`src/rtl/sevenseg_pkg.sv`:
```
// rtl/sevenseg_pkg.sv - shared constants and types for the seven-segment capture block
//
// Contents:
//   SEG_0..SEG_F  7-bit active-low segment patterns, bit order {a,b,c,d,e,f,g}
//   ANODE_BLANK   anode value meaning "no digit driven"
//   state_t       dwell FSM state encoding (SETTLE / HOLD)
//   onehot_low    true when exactly one bit of an active-low vector is asserted
package sevenseg_pkg;

    localparam logic [6:0] SEG_0 = 7'h01;
    localparam logic [6:0] SEG_1 = 7'h4F;
    localparam logic [6:0] SEG_2 = 7'h12;
    localparam logic [6:0] SEG_3 = 7'h06;
    localparam logic [6:0] SEG_4 = 7'h4C;
    localparam logic [6:0] SEG_5 = 7'h24;
    localparam logic [6:0] SEG_6 = 7'h20;
    localparam logic [6:0] SEG_7 = 7'h0F;
    localparam logic [6:0] SEG_8 = 7'h00;
    localparam logic [6:0] SEG_9 = 7'h04;
    localparam logic [6:0] SEG_A = 7'h08;
    localparam logic [6:0] SEG_B = 7'h60;
    localparam logic [6:0] SEG_C = 7'h31;
    localparam logic [6:0] SEG_D = 7'h42;
    localparam logic [6:0] SEG_E = 7'h30;
    localparam logic [6:0] SEG_F = 7'h38;

    localparam logic [7:0] ANODE_BLANK = 8'hFF;

    typedef enum logic [0:0] {
        SETTLE = 1'b0,
        HOLD   = 1'b1
    } state_t;

    function automatic logic onehot_low(input logic [7:0] v);
        logic [7:0] act;
        act = ~v;
        return (act != 8'h00) && ((act & (act - 8'd1)) == 8'h00);
    endfunction

endpackage

```
`src/rtl/segtohex.sv`:
```
// rtl/segtohex.sv - combinational decode of an active-low segment pattern to a hex nibble
//
// Ports:
//   seg  in  7  active-low segments {a,b,c,d,e,f,g}
//   hex  out 4  decoded nibble (0 when no match)
//   hit  out 1  seg matched one of the 16 hex glyphs
module segtohex
    import sevenseg_pkg::*;
(
    input  logic [6:0] seg,
    output logic [3:0] hex,
    output logic       hit
);

    always_comb begin
        hex = 4'h0;
        hit = 1'b1;
        case (seg)
            SEG_0:   hex = 4'h0;
            SEG_1:   hex = 4'h1;
            SEG_2:   hex = 4'h2;
            SEG_3:   hex = 4'h3;
            SEG_4:   hex = 4'h4;
            SEG_5:   hex = 4'h5;
            SEG_6:   hex = 4'h6;
            SEG_7:   hex = 4'h7;
            SEG_8:   hex = 4'h8;
            SEG_9:   hex = 4'h9;
            SEG_A:   hex = 4'hA;
            SEG_B:   hex = 4'hB;
            SEG_C:   hex = 4'hC;
            SEG_D:   hex = 4'hD;
            SEG_E:   hex = 4'hE;
            SEG_F:   hex = 4'hF;
            default: hit = 1'b0;
        endcase
    end

endmodule

```
`src/rtl/sevenseg_capture.sv`:
```
// rtl/sevenseg_capture.sv - reassembles the 32-bit value shown on a multiplexed 8-digit seven-segment bus
//
// Parameter:
//   STABLE_CYCLES  edges (after the first) a dwell must hold before it is decoded, 1..255
// Ports:
//   clk          in   1   rising-edge clock
//   rst          in   1   asynchronous active-low reset
//   anode        in   8   active-low one-hot digit select
//   cathode      in   8   active-low segments {a,b,c,d,e,f,g,dp}
//   digit        out  4   last decoded nibble
//   digit_idx    out  3   position of that nibble
//   digit_valid  out  1   pulse: digit/digit_idx updated
//   value        out 32   last complete frame, digit i at value[4i+3:4i]
//   value_valid  out  1   pulse: value updated
//   dp_mask      out  8   decimal points of the last frame (1 = lit)
//   seg_err      out  1   pulse: settled dwell was undecodable or had a bad anode
// Build option:
//   SEVENSEG_CAPTURE_DP_EN  capture decimal points into dp_mask; otherwise dp_mask is 0
module sevenseg_capture
    import sevenseg_pkg::*;
#(
    parameter int STABLE_CYCLES = 4
) (
    input  logic        clk,
    input  logic        rst,
    input  logic [7:0]  anode,
    input  logic [7:0]  cathode,
    output logic [3:0]  digit,
    output logic [2:0]  digit_idx,
    output logic        digit_valid,
    output logic [31:0] value,
    output logic        value_valid,
    output logic [7:0]  dp_mask,
    output logic        seg_err
);

    localparam logic [7:0] STABLE_N = 8'(STABLE_CYCLES);

    logic [7:0]  anode_q;
    logic [7:0]  cathode_q;
    logic [7:0]  cnt;
    state_t      state;
    logic [31:0] shadow;
    logic [7:0]  captured;

    logic        changed;
    logic [7:0]  cnt_next;
    logic        eval;
    logic [3:0]  hex;
    logic        hit;
    logic [2:0]  idx;
    logic [7:0]  idx_bit;
    logic        write_en;
    logic        bad;
    logic [7:0]  captured_next;
    logic        frame_done;
    logic [31:0] shadow_next;

    segtohex u_segtohex (
        .seg (cathode_q[7:1]),
        .hex (hex),
        .hit (hit)
    );

    // The incoming pair is compared with the held sample in the same edge,
    // so the evaluation fires on the edge where the count reaches STABLE_N.
    assign changed  = {anode, cathode} != {anode_q, cathode_q};
    assign cnt_next = changed ? 8'd0 : ((cnt == 8'hFF) ? cnt : cnt + 8'd1);
    assign eval     = (state == SETTLE) && !changed && (cnt_next == STABLE_N);

    always_comb begin
        idx = 3'd0;
        for (int i = 0; i < 8; i++) begin
            if (!anode_q[i]) idx = 3'(i);
        end
    end

    assign idx_bit       = 8'd1 << idx;
    assign bad           = !onehot_low(anode_q) || !hit;
    assign write_en      = eval && (anode_q != ANODE_BLANK) && !bad;
    assign captured_next = captured | idx_bit;
    assign frame_done    = write_en && (captured_next == 8'hFF);

    always_comb begin
        shadow_next = shadow;
        shadow_next[{idx, 2'b00} +: 4] = hex;
    end

    always_ff @(posedge clk or negedge rst) begin
        if (!rst) begin
            anode_q     <= ANODE_BLANK;
            cathode_q   <= 8'hFF;
            cnt         <= 8'd0;
            state       <= SETTLE;
            shadow      <= 32'd0;
            captured    <= 8'd0;
            digit       <= 4'd0;
            digit_idx   <= 3'd0;
            digit_valid <= 1'b0;
            value       <= 32'd0;
            value_valid <= 1'b0;
            seg_err     <= 1'b0;
        end else begin
            anode_q     <= anode;
            cathode_q   <= cathode;
            cnt         <= cnt_next;
            digit_valid <= 1'b0;
            value_valid <= 1'b0;
            seg_err     <= 1'b0;
            if (changed) begin
                state <= SETTLE;
            end else if (eval) begin
                state <= HOLD;
                if (anode_q != ANODE_BLANK) begin
                    if (bad) begin
                        seg_err <= 1'b1;
                    end else begin
                        digit       <= hex;
                        digit_idx   <= idx;
                        digit_valid <= 1'b1;
                        shadow      <= shadow_next;
                        if (frame_done) begin
                            value       <= shadow_next;
                            value_valid <= 1'b1;
                            captured    <= 8'd0;
                        end else begin
                            captured    <= captured_next;
                        end
                    end
                end
            end
        end
    end

`ifdef SEVENSEG_CAPTURE_DP_EN
    logic [7:0] shadow_dp;
    logic [7:0] shadow_dp_next;

    // dp is active-low on the bus; stored as 1 = lit.
    assign shadow_dp_next = (shadow_dp & ~idx_bit) | (cathode_q[0] ? 8'h00 : idx_bit);

    always_ff @(posedge clk or negedge rst) begin
        if (!rst) begin
            shadow_dp <= 8'h00;
            dp_mask   <= 8'h00;
        end else if (write_en) begin
            shadow_dp <= shadow_dp_next;
            if (frame_done) dp_mask <= shadow_dp_next;
        end
    end
`else
    assign dp_mask = 8'h00;
`endif

endmodule

```
`config.mk`:
```
export PLATFORM = sky130hd
export DESIGN_NAME = sevenseg_capture
export DESIGN_NICKNAME = d
export VERILOG_FILES = /design/src/rtl/sevenseg_pkg.sv /design/src/rtl/segtohex.sv /design/src/rtl/sevenseg_capture.sv
export SDC_FILE = /design/constraint.sdc
export NUM_CORES = 1
export LEC_CHECK = 0
export CAP_MARGIN = 0
export CORE_AREA = 2 2 104 106
export CTS_CLUSTER_SIZE = 25
export DETAILED_ROUTE_END_ITERATION = 12
export DIE_AREA = 0 0 106 108
export DONT_BUFFER_PORTS = 1
export PLACE_DENSITY = 0.78
export SYNTH_ARGS = -nofsm -noshare
export SYNTH_HDL_FRONTEND = slang
export SYNTH_SLANG_ARGS = --single-unit
export TNS_END_PERCENT = 10
```
`constraint.sdc`:
```
create_clock -name clk -period 3.6 [get_ports clk]
set_input_delay 0.72 -clock clk [delete_from_list [all_inputs] [get_ports clk]]
set_output_delay 0.72 -clock clk [all_outputs]
set_load 0.03 [all_outputs]
```
==> flow_summary.json, run 1 <==
{
  "status": "completed",
  "crit_family": "simple AND/OR/NAND/NOR gates",
  "worstMarginPinSlew_ns": 0.711,
  "grt_overflow": 0,
  "synth_cells": 500,
  "fin_nets": 518,
  "place_congestion": 0.955,
  "via_per_inst": 6.05,
  "cts-hold-fix-buffers": 0,
  "place_ws_ns": 0.391,
  "internal-power_uw": 1570,
  "drtIter0Drc": 267,
  "max_stage_delay_ns": 0.62,
  "hold_ws_ns": 0.0309,
  "switching_share_pct": 24.1,
  "rsz0062_at_grt": "false",
  "cp_max_fo": 7,
  "max_slew_margin_pct": 52.4,
  "hold_class": "input pin to asynchronous set/reset pin",
  "rows": 37,
  "crit_chain": "inv_1, or3_1, inv_1, ha_1, ha_1, a41oi_1, buf_4, nand2_1, nor3_1, buf_4, and3_1, mux2_2",
  "core_area_sq_um": 10200,
  "cts_buffers": 9,
  "clk_pin_slew_ns": 0.10,
  "synth_cell_types": 59,
  "cts_buffer_depth": 2,
  "synth-main-ff-cell": "dfrtp_1",
  "dr.pass1.iters": 4,
  "drv_slew": 0,
  "ys_ff_latch": 107,
  "ant_nets": 0,
  "pwr-share-seq_pct": 59.8,
  "clock.fmax_ghz": 0.303,
  "fillers": 837,
  "final_common_cell": "dfrtp_1",
  "cts_tree": "done",
  "cts_sinks": 107,
  "layout_common_cells": "91 x dfrtp_1, 47 x mux2_2, 37 x nand2_1, 35 x o21ai_0, 34 x nor2_1",
  "fin_crit_sh_pct": 91.5,
  "grt_max_degree": 108,
  "syn_to_final_growth_pct": 4.62,
  "die_area_sq_um": 11400,
  "die_w_microns": 106,
  "post_drt_wl_per_cell_microns": 18.2,
  "setup_viol": 0,
  "antenna_found_initial": 0,
  "start_kind": "flip-flop",
  "dp_hpwl_mm": 8.09,
  "syn_area_sq_um": 5500,
  "power_frac_clock_pct": 34.7,
  "synth_edf_count": 0,
  "final_core_util_pct": 56.3,
  "cts_resized": 0,
  "crit_path_end_kind": "flip-flop",
  "port_buffers": 0,
  "drc": 0,
  "grt_pass1_wl_mm": 18.9,
  "powerDensity_nw_per_um2": 360,
  "vias": 3824,
  "final-hold-violation-count": 0,
  "fin_setup_tns_ns": 0,
  "synth_async_sr_flop_share_pct": 100,
  "power_switching_uw": 500,
  "h-tree-depth": 3,
  "grtUsageTotal_pct": 21.2,
  "ys_seq_area_share_pct": 49.0,
  "grt_pass1_vias": 3629,
  "io_pins": 68,
  "clk_root_buffer_cell": "clkbuf_8",
  "finClkSkew_ns": 0.0108,
  "cts_setup_buffers": 0,
  "regArea_sq_um": 2700,
  "setup_ws_ns": 0.305,
  "antenna_cells": 0,
  "worstPathRequired_ns": 3.86,
  "path_class": "flip-flop to flip-flop",
  "routed_wl_mm": 11.5,
  "die_h_microns": 108,
  "p_leak_uw": 0.00268,
  "critical_path_buf_inv_count": 4,
  "drive_gt1_share_pct": 22.6,
  "syn_area_per_cell_sq_um": 11.0,
  "comb_power_share_pct": 5.5,
  "clk_latency_ns": 0.38,
  "ys_warn_count": 0,
  "multi_input_area_sq_um": 2570,
  "initial_core_util_pct": 53.8,
  "peakVddDrop_uv": 176,
  "layout.cells.non_filler": 632,
  "period_needed_ns": 3.30,
  "placed_cells": 616,
  "arrival_ns": 3.56,
  "cp_slowest_cell": "dfstp_2",
  "maxCapViolations": 0
}
-- logic make-up (layout without fill, tap and decap cells) --
family,count (synthesis),after routing,synth area share [%]
buffers and inverters,46,35,4.68
AND/OR/NAND/NOR,159,159,15.8
AO/OA/AOI/OAI,90,90,10.5
adder cells (fa/ha/maj),9,9,2.00
other,1,8,0.0682
flip-flops,107,107,49.0
XOR/XNOR,20,20,3.18
multiplexers,68,68,14.7
-- worst register-to-register path: cells and delay by family, from the launching register on --
kind                     cells  cell delay (ns)
AND/OR/NAND/NOR              4             0.94
flip-flops                   1             0.62
buffers and inverters        4             0.55
adder cells (fa/ha/maj)      2             0.51
multiplexers                 1             0.36
AO/OA/AOI/OAI                1             0.19
-- metrics by stage --
stage,power [uW],area [sq um]
2_1_floorplan,1350,5530
3_3_place_gp,1370,5560
3_5_place_dp,1370,5560
4_1_cts,2090,5750
5_1_grt,2150,5760
6_report,2070,5760
-- flip-flops by register name, indices dropped and copies added, names as in the netlist, 3 cells and up --
signal and flops:
anode_q 8, captured 8, cathode_q 8, cnt 8
digit 4, digit_idx 3, shadow 32, value 32
-- layer usage --
| layer | part of all wire [%] | global-route usage [%] | vias to the layer above | wire (microns) |
|---|---|---|---|---|
| li1 | - | - | 1774 | - |
| met1 | 45 | 28.2 | 1875 | 5130 |
| met2 | 47 | 34.1 | 155 | 5420 |
| met3 | 6.4 | 5.55 | 20 | 739 |
| met4 | 1.7 | 6.58 | 0 | 201 |
| met5 | 0 | 0 | - | 0 |
-- cells in the mapped netlist (2+ instances only) --
master    instances  area, sq um
a211oi_1          4         30.0
a21oi_1          15         75.1
a22o_1            8         70.1
a31oi_1           6         37.5
a41oi_1           5         43.8
and2_1            6         37.5
and3_1            3         18.8
and3b_1           2         17.5
and4_1            2         17.5
buf_2            13         65.1
buf_4            12         90.1
buf_6             3         33.8
clkbuf_1          8         30.0
dfrtp_1          91         2280
dfstp_2          16          420
ha_1              8          100
inv_1             9         33.8
mux2_1            9          101
mux2_2           47          529
mux2_4           12          180
nand2_1          37          139
nand3_1          13         65.1
nand4_1          10         62.6
nand4b_1          2         17.5
nor2_1           34          128
nor2b_1           3         18.8
nor3_1           15         75.1
nor3_4            2         32.5
nor3b_1           3         22.5
nor4_1            7         43.8
nor4b_1           2         17.5
nor4bb_1          2         20.0
o21ai_0          35          175
o31ai_1           4         30.0
or2_2             2         12.5
or3_1             5         31.3
or3_4             4         45.0
xor2_1           20          175
-- worst paths after layout --
| kind | startpoint | endpoint | cells after the start | slack, ns |
|---|---|---|---|---|
| min reg2reg | shadow[11]$_DFFE_PN0P_ | shadow[11]$_DFFE_PN0P_ | 1 | 0.50 |
| max | anode_q[6]$_DFF_PN1_ | shadow[16]$_DFFE_PN0P_ | 12 | 0.30 |
| min | rst | digit[1]$_DFFE_PN0P_ | 0 | 0.03 |
| max reg2reg | anode_q[6]$_DFF_PN1_ | shadow[16]$_DFFE_PN0P_ | 12 | 0.30 |
| max in group asynchronous | rst | shadow[29]$_DFFE_PN0P_ | 1 | 2.86 |
| min in group clk | cathode[0] | cathode_q[0]$_DFF_PN1_ | 0 | 0.33 |
-- area by class of cell --
type	count	share of cell area (%)
tap	136	2.96
multi-input combinational	354	44.7
inverter	9	0.587
sequential	107	46.9
clock buffer	11	2.28
clock inverter	4	0.891
timing repair buffer	11	1.70
-- power by group through the flow --
stage	Combinational (uW)	Sequential [uW]	Clock, uW
2_1_floorplan	108	1250	0
3_3_place_gp	106	1260	0
3_5_place_dp	109	1260	0
4_1_cts	109	1240	737
5_1_grt	123	1240	785
6_report	113	1240	720
Note: power is estimated with default switching activity, not from simulation.
==> run 2, diff against run 1 <==
--- a/config.mk
+++ b/config.mk
@@ -11,6 +11,7 @@
 export DETAILED_ROUTE_END_ITERATION = 12
 export DIE_AREA = 0 0 106 108
 export DONT_BUFFER_PORTS = 1
+export MAX_ROUTING_LAYER = met4
 export PLACE_DENSITY = 0.78
 export SYNTH_ARGS = -nofsm -noshare
 export SYNTH_HDL_FRONTEND = slang
==> flow_summary.json, run 2 (synthesized netlist as in run 1, its figures left out) <==
{
  "status": "completed",
  "clk_pin_slew_ns": 0.10,
  "r2r_slack_ns": 0.31,
  "drv_slew": 0,
  "rsz0062_at_grt": "false",
  "peakVddDrop_uv": 177,
  "ant_nets": 0,
  "clk_root_buffer_cell": "clkbuf_8",
  "cts_buffers": 9,
  "grtUsageTotal_pct": 21.8,
  "h-tree-depth": 3,
  "met2_wirelength_mm": 5.43,
  "critical_path_buf_inv_count": 4,
  "post_drt_wl_per_cell_microns": 18.2,
  "rows": 37,
  "hold_class": "input pin to asynchronous set/reset pin",
  "reg2reg_to": "shadow[16]$_DFFE_PN0P_",
  "die_w_microns": 106,
  "routed_wl_mm": 11.5,
  "crit_path_end_kind": "flip-flop",
  "syn_to_final_growth_pct": 4.62,
  "wl_met1_mm": 5.14,
  "dp_hpwl_mm": 8.09,
  "final-hold-violation-count": 0,
  "fin_crit_sh_pct": 91.4,
  "wl_met3_microns": 755,
  "core_area_sq_um": 10200,
  "layout_common_cells": "91 x dfrtp_1, 47 x mux2_2, 37 x nand2_1, 35 x o21ai_0, 34 x nor2_1",
  "placed_cell_area_sq_um": 5560,
  "cp_max_fo": 7,
  "final_common_cell": "dfrtp_1",
  "cts_tree": "done",
  "die_area_sq_um": 11400,
  "crit_chain": "inv_1, or3_1, inv_1, ha_1, ha_1, a41oi_1, buf_4, nand2_1, nor3_1, buf_4, and3_1, mux2_2",
  "clock.fmax_ghz": 0.304,
  "worstPathRequired_ns": 3.86,
  "cts_buffer_depth": 2,
  "io_pins": 68,
  "max_stage_delay_ns": 0.61,
  "dr.pass1.iters": 4,
  "reg2reg_from": "anode_q[6]$_DFF_PN1_",
  "fin_nets": 518,
  "setup_ws_ns": 0.311,
  "die_h_microns": 108,
  "place_congestion": 0.972,
  "grt_max_degree": 108,
  "cts_sinks": 107,
  "path_class": "flip-flop to flip-flop",
  "finClkSkew_ns": 0.0135,
  "drive_gt1_share_pct": 22.6,
  "top_layer": "met4",
  "arrival_ns": 3.55,
  "fin_setup_tns_ns": 0,
  "antenna_found_initial": 0,
  "maxCapViolations": 0,
  "drc": 0,
  "via_per_inst": 5.92,
  "start_kind": "flip-flop",
  "antenna_cells": 0,
  "post-route-cell-area_sq_um": 5760,
  "place_ws_ns": 0.391,
  "cts_resized": 0,
  "p_leak_uw": 0.00268,
  "grt_pass1_vias": 3629,
  "clk_latency_ns": 0.37,
  "cts_setup_buffers": 0,
  "cp_slowest_cell": "dfstp_2",
  "worstRegToRegCells": 12,
  "top_regs": "shadow (32), value (32)",
  "initial_core_util_pct": 53.8,
  "vias": 3741,
  "powerDensity_nw_per_um2": 359,
  "crit_family": "simple AND/OR/NAND/NOR gates",
  "max_slew_margin_pct": 52.5,
  "period_needed_ns": 3.29,
  "final_core_util_pct": 56.3,
  "grt_pass1_wl_mm": 18.9,
  "setup_viol": 0,
  "grt_overflow": 0,
  "worstMarginPinSlew_ns": 0.710,
  "port_buffers": 0,
  "drtIter0Drc": 250
}
-- run 2: cell counts in the layout (fill, tap and decap cells not counted) --
Identical to the previous run, type by type.
-- run 2: how the worst max path moves through the flow --
stage          cells after the start                      to  slack [ns]                 start
3_5_place_dp                      12  shadow[16]$_DFFE_PN0P_        0.39  anode_q[6]$_DFF_PN1_
5_1_grt                           12  shadow[19]$_DFFE_PN0P_        0.18  anode_q[7]$_DFF_PN1_
6_report                          12  shadow[16]$_DFFE_PN0P_        0.31  anode_q[6]$_DFF_PN1_
4_1_cts                           12  shadow[16]$_DFFE_PN0P_        0.36  anode_q[6]$_DFF_PN1_
3_3_place_gp                      12  shadow[17]$_DFFE_PN0P_        0.44  anode_q[7]$_DFF_PN1_
2_1_floorplan                     13  shadow[16]$_DFFE_PN0P_        0.17  anode_q[1]$_DFF_PN1_
-- run 2: final cells by class --
class	count	area [sq um]
Sequential cell	107	2700
Clock inverter	4	51.3
Fill cell	837	4480
Inverter	9	33.8
Tap cell	136	170
Clock buffer	11	131
Timing Repair Buffer	11	97.6
Multi-Input combinational cell	354	2570
-- run 2: power by group --
part           switching (uW)  internal, uW  total, uW  leakage, uW
sequential               22.5          1220       1240      0.00144
clock                     395           320        715    0.0000898
combinational            77.2          35.4        113      0.00116
total                     494          1570       2070      0.00268
-- run 2: per-layer routing --
metal / vias up / track usage, %
li1: 1770 / -
met3: 11 / 5.24
met4: 0 / 6.58
met2: 116 / 34.0
met1: 1844 / 28.5
met5: - / -
-- run 2: through the flow --
stage,hold WS [ns],cells,total power (uW)
after floorplan,0.424,507,1350
after global placement,0.428,616,1370
after detailed placement,0.428,616,1370
after CTS,0.0136,631,2090
after global routing,0.00228,632,2150
final,0.0349,632,2070
-- run 2: what timing repair did --
| item | in CTS | in global routing |
|---|---|---|
| endpoints found under the hold margin | 0 | 3 |
| endpoints found under the setup margin | 0 | 0 |
| hold buffers | 0 | 1 |
